## src/rtl/lock_key_sequencer.sv

```systemverilog
// lock_key_sequencer: serial key loader with even-parity check for a key-locked FSM.
// Bits arrive LSB first, followed by one parity bit. A good key is released to
// the locked FSM together with its enable. Repeated parity failures lock the
// sequencer out until reset.
// Optional feature: define KEY_SCRUB_EN to hide key_out (force it to 0) outside RUN.
// All flops update on the falling clock edge. rst is asynchronous and active low.

module lock_key_sequencer #(
  parameter int KEY_W    = 8,
  parameter int MAX_FAIL = 3,
  parameter int FAIL_W   = 2
) (
  input  logic              clk,
  input  logic              rst,
  input  logic              load_req,
  input  logic              key_bit,
  input  logic              key_valid,
  output logic              key_ready,
  output logic [KEY_W-1:0]  key_out,
  output logic              fsm_en,
  output logic              key_ok,
  output logic              lockout,
  output logic [FAIL_W-1:0] fail_cnt
);

  // The counter must be able to hold KEY_W, which is the index of the parity bit.
  localparam int CNT_W = $clog2(KEY_W + 1);

  typedef enum logic [2:0] {
    IDLE,
    LOAD,
    CHECK,
    RUN,
    LOCKOUT
  } state_t;

  state_t             state;
  logic [KEY_W-1:0]   staging;
  logic               parity_bit;
  logic [CNT_W-1:0]   bit_cnt;
  logic               parity_err;
  logic [FAIL_W-1:0]  fail_next;

  // Even parity over the staged key plus its parity bit, and the next failure count
  always_comb begin
    parity_err = ^{staging, parity_bit};
    fail_next  = fail_cnt + FAIL_W'(1);
  end

  // Sequencer FSM. Output flags are registered and always track the state they belong to.
  always_ff @(negedge clk or negedge rst) begin
    if (!rst) begin
      state      <= IDLE;
      staging    <= '0;
      parity_bit <= 1'b0;
      bit_cnt    <= '0;
      key_out    <= '0;
      fail_cnt   <= '0;
      key_ready  <= 1'b0;
      fsm_en     <= 1'b0;
      key_ok     <= 1'b0;
      lockout    <= 1'b0;
    end else begin
      case (state)
        IDLE: begin
          if (load_req) begin
            state      <= LOAD;
            bit_cnt    <= '0;
            staging    <= '0;
            parity_bit <= 1'b0;
            key_ready  <= 1'b1;
          end
        end

        LOAD: begin
          if (key_valid) begin
            if (bit_cnt == CNT_W'(KEY_W)) begin
              parity_bit <= key_bit;
              key_ready  <= 1'b0;
              state      <= CHECK;
            end else begin
              for (int i = 0; i < KEY_W; i++) begin
                if (bit_cnt == CNT_W'(i)) begin
                  staging[i] <= key_bit;
                end
              end
              bit_cnt <= bit_cnt + CNT_W'(1);
            end
          end
        end

        CHECK: begin
          if (!parity_err) begin
            key_out  <= staging;
            fail_cnt <= '0;
            fsm_en   <= 1'b1;
            key_ok   <= 1'b1;
            state    <= RUN;
          end else begin
            fail_cnt <= fail_next;
            if (fail_next == FAIL_W'(MAX_FAIL)) begin
              lockout <= 1'b1;
              state   <= LOCKOUT;
            end else begin
              state <= IDLE;
            end
          end
        end

        RUN: begin
          if (load_req) begin
            state      <= LOAD;
            bit_cnt    <= '0;
            staging    <= '0;
            parity_bit <= 1'b0;
            key_ready  <= 1'b1;
            fsm_en     <= 1'b0;
            key_ok     <= 1'b0;
`ifdef KEY_SCRUB_EN
            key_out    <= '0;
`else
            key_out    <= key_out;
`endif
          end
        end

        LOCKOUT: begin
          lockout   <= 1'b1;
          key_ready <= 1'b0;
          fsm_en    <= 1'b0;
          key_ok    <= 1'b0;
        end

        default: begin
          state     <= IDLE;
          key_ready <= 1'b0;
          fsm_en    <= 1'b0;
          key_ok    <= 1'b0;
          lockout   <= 1'b0;
        end
      endcase
    end
  end

endmodule

```

## config.mk

```make
export PLATFORM = sky130hd
export DESIGN_NAME = lock_key_sequencer
export DESIGN_NICKNAME = d
export VERILOG_FILES = /design/src/rtl/lock_key_sequencer.sv
export SDC_FILE = /design/constraint.sdc
export NUM_CORES = 1
export LEC_CHECK = 0
export BUFFER_PORTS_ARGS = -buffer_cell sky130_fd_sc_hd__buf_2
export CAP_MARGIN = 20
export CORE_MARGIN = 2
export CORE_UTILIZATION = 45
export DETAILED_ROUTE_END_ITERATION = 16
export MAX_ROUTING_LAYER = met4
export PLACE_DENSITY = 0.65
export SLEW_MARGIN = 15
export SYNTH_ARGS = -nofsm -noshare
export SYNTH_HDL_FRONTEND = slang
export SYNTH_SLANG_ARGS = --single-unit
```

## constraint.sdc

```tcl
create_clock -name clk -period 2.7 [get_ports clk]
set_input_delay 0.54 -clock clk [delete_from_list [all_inputs] [get_ports clk]]
set_output_delay 0.54 -clock clk [all_outputs]
set_load 0.01 [all_outputs]
```

# ---- After elaboration in Yosys (flattened, before gate mapping)
# Index checks and enable logic that the tools add are counted.
dict set report totals {
  regBits 29
  input_bits 5
  out_inout_bits 14
}
dict set report classes {
  addsub 2
  eq_ne 29
  n_mux 36
  bitwise_logic 5
  n_reduce_logical 22
}
# operator n
set op_table {}
lappend op_table {{AND reduction 5 bit} 8}
lappend op_table {{inequality test 2 bit (second input constant)} 15}
lappend op_table {{2-to-1 mux 8 bit} 3}
lappend op_table {{2-to-1 mux 1 bit} 17}
lappend op_table {{equality test 4 x 3 -> 1 bit (second input constant)} 4}
lappend op_table {{case mux 8 bit (2 select lines)} 1}
lappend op_table {{AND reduction 4 bit} 4}
lappend op_table {{2-to-1 mux 3 bit} 5}
lappend op_table {{2-to-1 mux 4 bit} 3}
lappend op_table {{case mux 3 bit (4 select lines)} 1}
lappend op_table {{case mux 1 bit (3 select lines)} 3}
lappend op_table {{parity 9 bit} 1}
lappend op_table {{equality test 4 x 2 -> 1 bit (second input constant)} 2}
lappend op_table {{case mux 4 bit (2 select lines)} 1}
lappend op_table {{equality test 3 x 2 -> 1 bit (second input constant)} 2}
lappend op_table {{AND reduction 3 bit} 2}
lappend op_table {{NOT 1 bit} 5}
lappend op_table {{adder 4 x 1 -> 4 bit (second input constant)} 1}
lappend op_table {{equality test 4 x 1 -> 1 bit (second input constant)} 1}
lappend op_table {{equality test 4 bit (second input constant)} 1}
lappend op_table {{logical NOT 4 bit} 1}
lappend op_table {{OR reduction 2 bit} 2}
lappend op_table {{equality test 3 x 1 -> 1 bit (second input constant)} 1}
lappend op_table {{equality test 3 bit (second input constant)} 1}
lappend op_table {{other kinds (9)} 9}

# ---- Logic depth before layout (Yosys ltp)
dict set report depth {
  depth_word 5
  mapped_depth 7
}

==> results.md <==
- Final Core Density: 0.601
- Failing checks: negative setup slack
- TritonRoute pass-1 iters: 4
- Die Wd: around 62 um
- Slew headroom: 0.601
- Crit end category: flop
- 1st-iter DRT viols: 48
- Final slew viol count: 0
- Area of the die: 0.00390 sq mm
- Switching portion of total power: 0.382
- DIE HEIGHT: 62.4 um
- Overall Global Routing Usage: 0.168
- HP Class: flop to flop
- Nets: 186
- Sum Neg Setup Slack: -1460 ps
- Reg area: 726 sq um
- H-tree depth: 2
- CORE AREA: 0.00331 sq mm
- Worst Skew: about 3.8 ps
- Area growth syn-to-layout: 29.5%
- Largest net degree at the start of global routing: 18
- Clock sink count: 29
- Clock slew at reported path FFs: ~70 ps
- Finished Layout Cells: ~220
- Vias in the first global route: 1,133
- Total CTS buffers: 5
- # setup viols final: 25
- CP Launch Type: input port
- Comb pwr share: 0.525
- Register share of total power: 0.338
- DP Worst Slack: -507 ps
- HPWL Detailed: a little over 2000 um
- Fillers: 294
- Final WS setup: -105 ps
- Vias per cell: 5.08
- RSZ-0062 raised after global routing: yes
- Antenna viol nets, final: 0
- Grt ovf: 0
- Syn Inst Count: between 100 and 150
- Syn Nets: 150
- Multi-input logic area: about 880 sq um
- Max FO, Critical Path: 6
- Final wirelength: 2890 um
- Share of cells above drive strength 1: 0.469
- Global placement routability congestion: 0.783
- Post-synthesis sequential area ratio: 0.473
- Arr. time, crit path: between 1500 and 2000 ps
- Buffers on Ports: 18
- Syn Std Cell Area: ~0.0015 sq mm
- Max-cap violations: 0
- Synthesized flop and latch total: 29
- TritonCTS clock tree: done
- Antenna violations before repair: 0
- Synth cell types: 33
- Synth warn: 0
- Critical Path RT: ~1500 ps
- I/O pins: 19
- Leak Pwr: 0.000927 uW
- Sw Pwr: 853 uW
- FF-to-FF setup slack: 570 ps
- Status: complete, but fails checks
- Bufs on Longest Clock Path: 2
- Internal power: 1380 uW
- Hold WS: 450 ps
- Fin. Hold Viols: 0
- Clk pwr share: 0.137
- Maximum vdd ir drop: 0.000506 V
- Mean Syn Cell Area: ~11 sq um
- First-pass GRT wire length: 5060 um
- Diodes inserted: 0
- Via count: approximately 1,100
- Clock Root Buffer: clkbuf_4
- Critical path class: input port to flop
- Placed insts: 205
- Initial Util: 0.464
- Slew @ Worst Pin: 594 ps
- DRC errors left: 0
- Wirelength per Cell: 13.0 um
- Skew-Pair Late Insertion Delay: 320 ps
- Rows: 21
- PD cells: 1120 mW/mm^2
[per-layer routing]
layer	vias to the layer above	GRT usage	wire (um)
met5	-	-	0
met4	0	0.0750	34
met3	4	0.0396	115
met2	18	0.261	1390
met1	548	0.211	1360
li1	562	-	-
[Yosys cell counts (all sizes together)]
master   n  area [sq um]
nand3b   7          52.6
mux2i    2          20.0
nor4b    1          8.76
nand2    6          25.0
nand2b   4          25.0
or2      2          12.5
nor3     3          15.0
inv      4          15.0
xor2     1          8.76
a21oi   12          60.1
nor2b    2          12.5
nand4b   1          8.76
or3      2          13.8
mux2    17           191
nand3    2          10.0
nor2     8          30.0
o31ai    1          7.51
ha       5          62.6
and3b    2          17.5
o31a     1          8.76
clkbuf   4          15.0
nor4     2          12.5
or3b     4          35.0
xnor2    7          61.3
a21o     1          7.51
xnor3    1          23.8
a31oi    1          6.26
buf      3          17.5
o21ai    5          25.0
dfrtn   29           726
[stage by stage]
stage	total power, uW	instance area (sq um)
floorplan	1530	1570
global placement	1750	1760
detailed placement	1780	1760
CTS	2200	1920
global route	2400	1990
finish	2230	1990
[worst paths after layout]
check,start,end,cells past startpoint
setup / recovery,key_valid,staging[2],6
min in group asynchronous,rst,key_out[6],1
max in group asynchronous,rst,key_ok,2
hold reg to reg,key_out[3],key_out[3],1
setup reg to reg,staging[2],key_out[1],5
hold / removal,key_out[3],key_out[3],1
[state kept, by name (all words and copies together) (netlist names)]
register	count
key_ready	1
fail_cnt	2
parity_bit	1
lockout	1
staging	8
state	3
key_ok	1
key_out	8
bit_cnt	4
[critical path, cell delays in order]
cell and delay (ps):
buf_6 70, and3b_1 170, a31oi_2 60, or2_4 330, a21oi_2 140, mux2_4 310
[cell type report]
type	count	area share
Clock inverter	1	0.00252
Multi-Input combinational cell	101	0.442
Inverter	4	0.00755
Timing Repair Buffer	35	0.121
Sequential cell	29	0.365
Tap cell	46	0.0289
Clock buffer	7	0.0327
[cell usage in the layout, fill, tap and decap left out, types with 3 or more instances in the layout]
cell / count
xnor2_1: 7
nand2_1: 5
inv_1: 4
mux2_2: 8
mux2_4: 9
o21ai_0: 5
buf_2: 17
a21oi_1: 3
ha_1: 5
a21oi_2: 8
nor2_1: 7
buf_4: 15
clkbuf_4: 5
dfrtn_1: 29
nand2b_1: 4
or3b_2: 4
nor3_1: 3
nand3b_1: 7
[power by group through the flow]
stage / combinational, uW / clock, uW / sequential (uW)
floorplan: 805 / 0 / 729
global placement: 997 / 0 / 754
detailed placement: 1010 / 0 / 766
CTS: 1130 / 319 / 755
global route: 1280 / 335 / 786
finish: 1170 / 307 / 754
[timing repair]
action                                  in CTS  in global routing
resized for setup                           12                  8
hold endpoints to repair                     0                  0
pin swaps                                    1                  5
hold buffers                                 0                  0
gates cloned                                 1                  0
endpoints found under the setup margin      26                 27
buffers inserted                             6                  3
[logic make-up (layout without fill, tap and decap cells)]
group | after synthesis | after routing | synth area share
buffers and inverters | 11 | 47 | 0.0310
AND/OR/NAND/NOR | 46 | 47 | 0.182
flip-flops | 29 | 29 | 0.473
AO/OA/AOI/OAI | 21 | 21 | 0.0750
adder cells (fa/ha/maj) | 5 | 5 | 0.0407
XOR/XNOR | 9 | 9 | 0.0611
multiplexers | 19 | 19 | 0.138
Power figures use the tool's default switching activity.
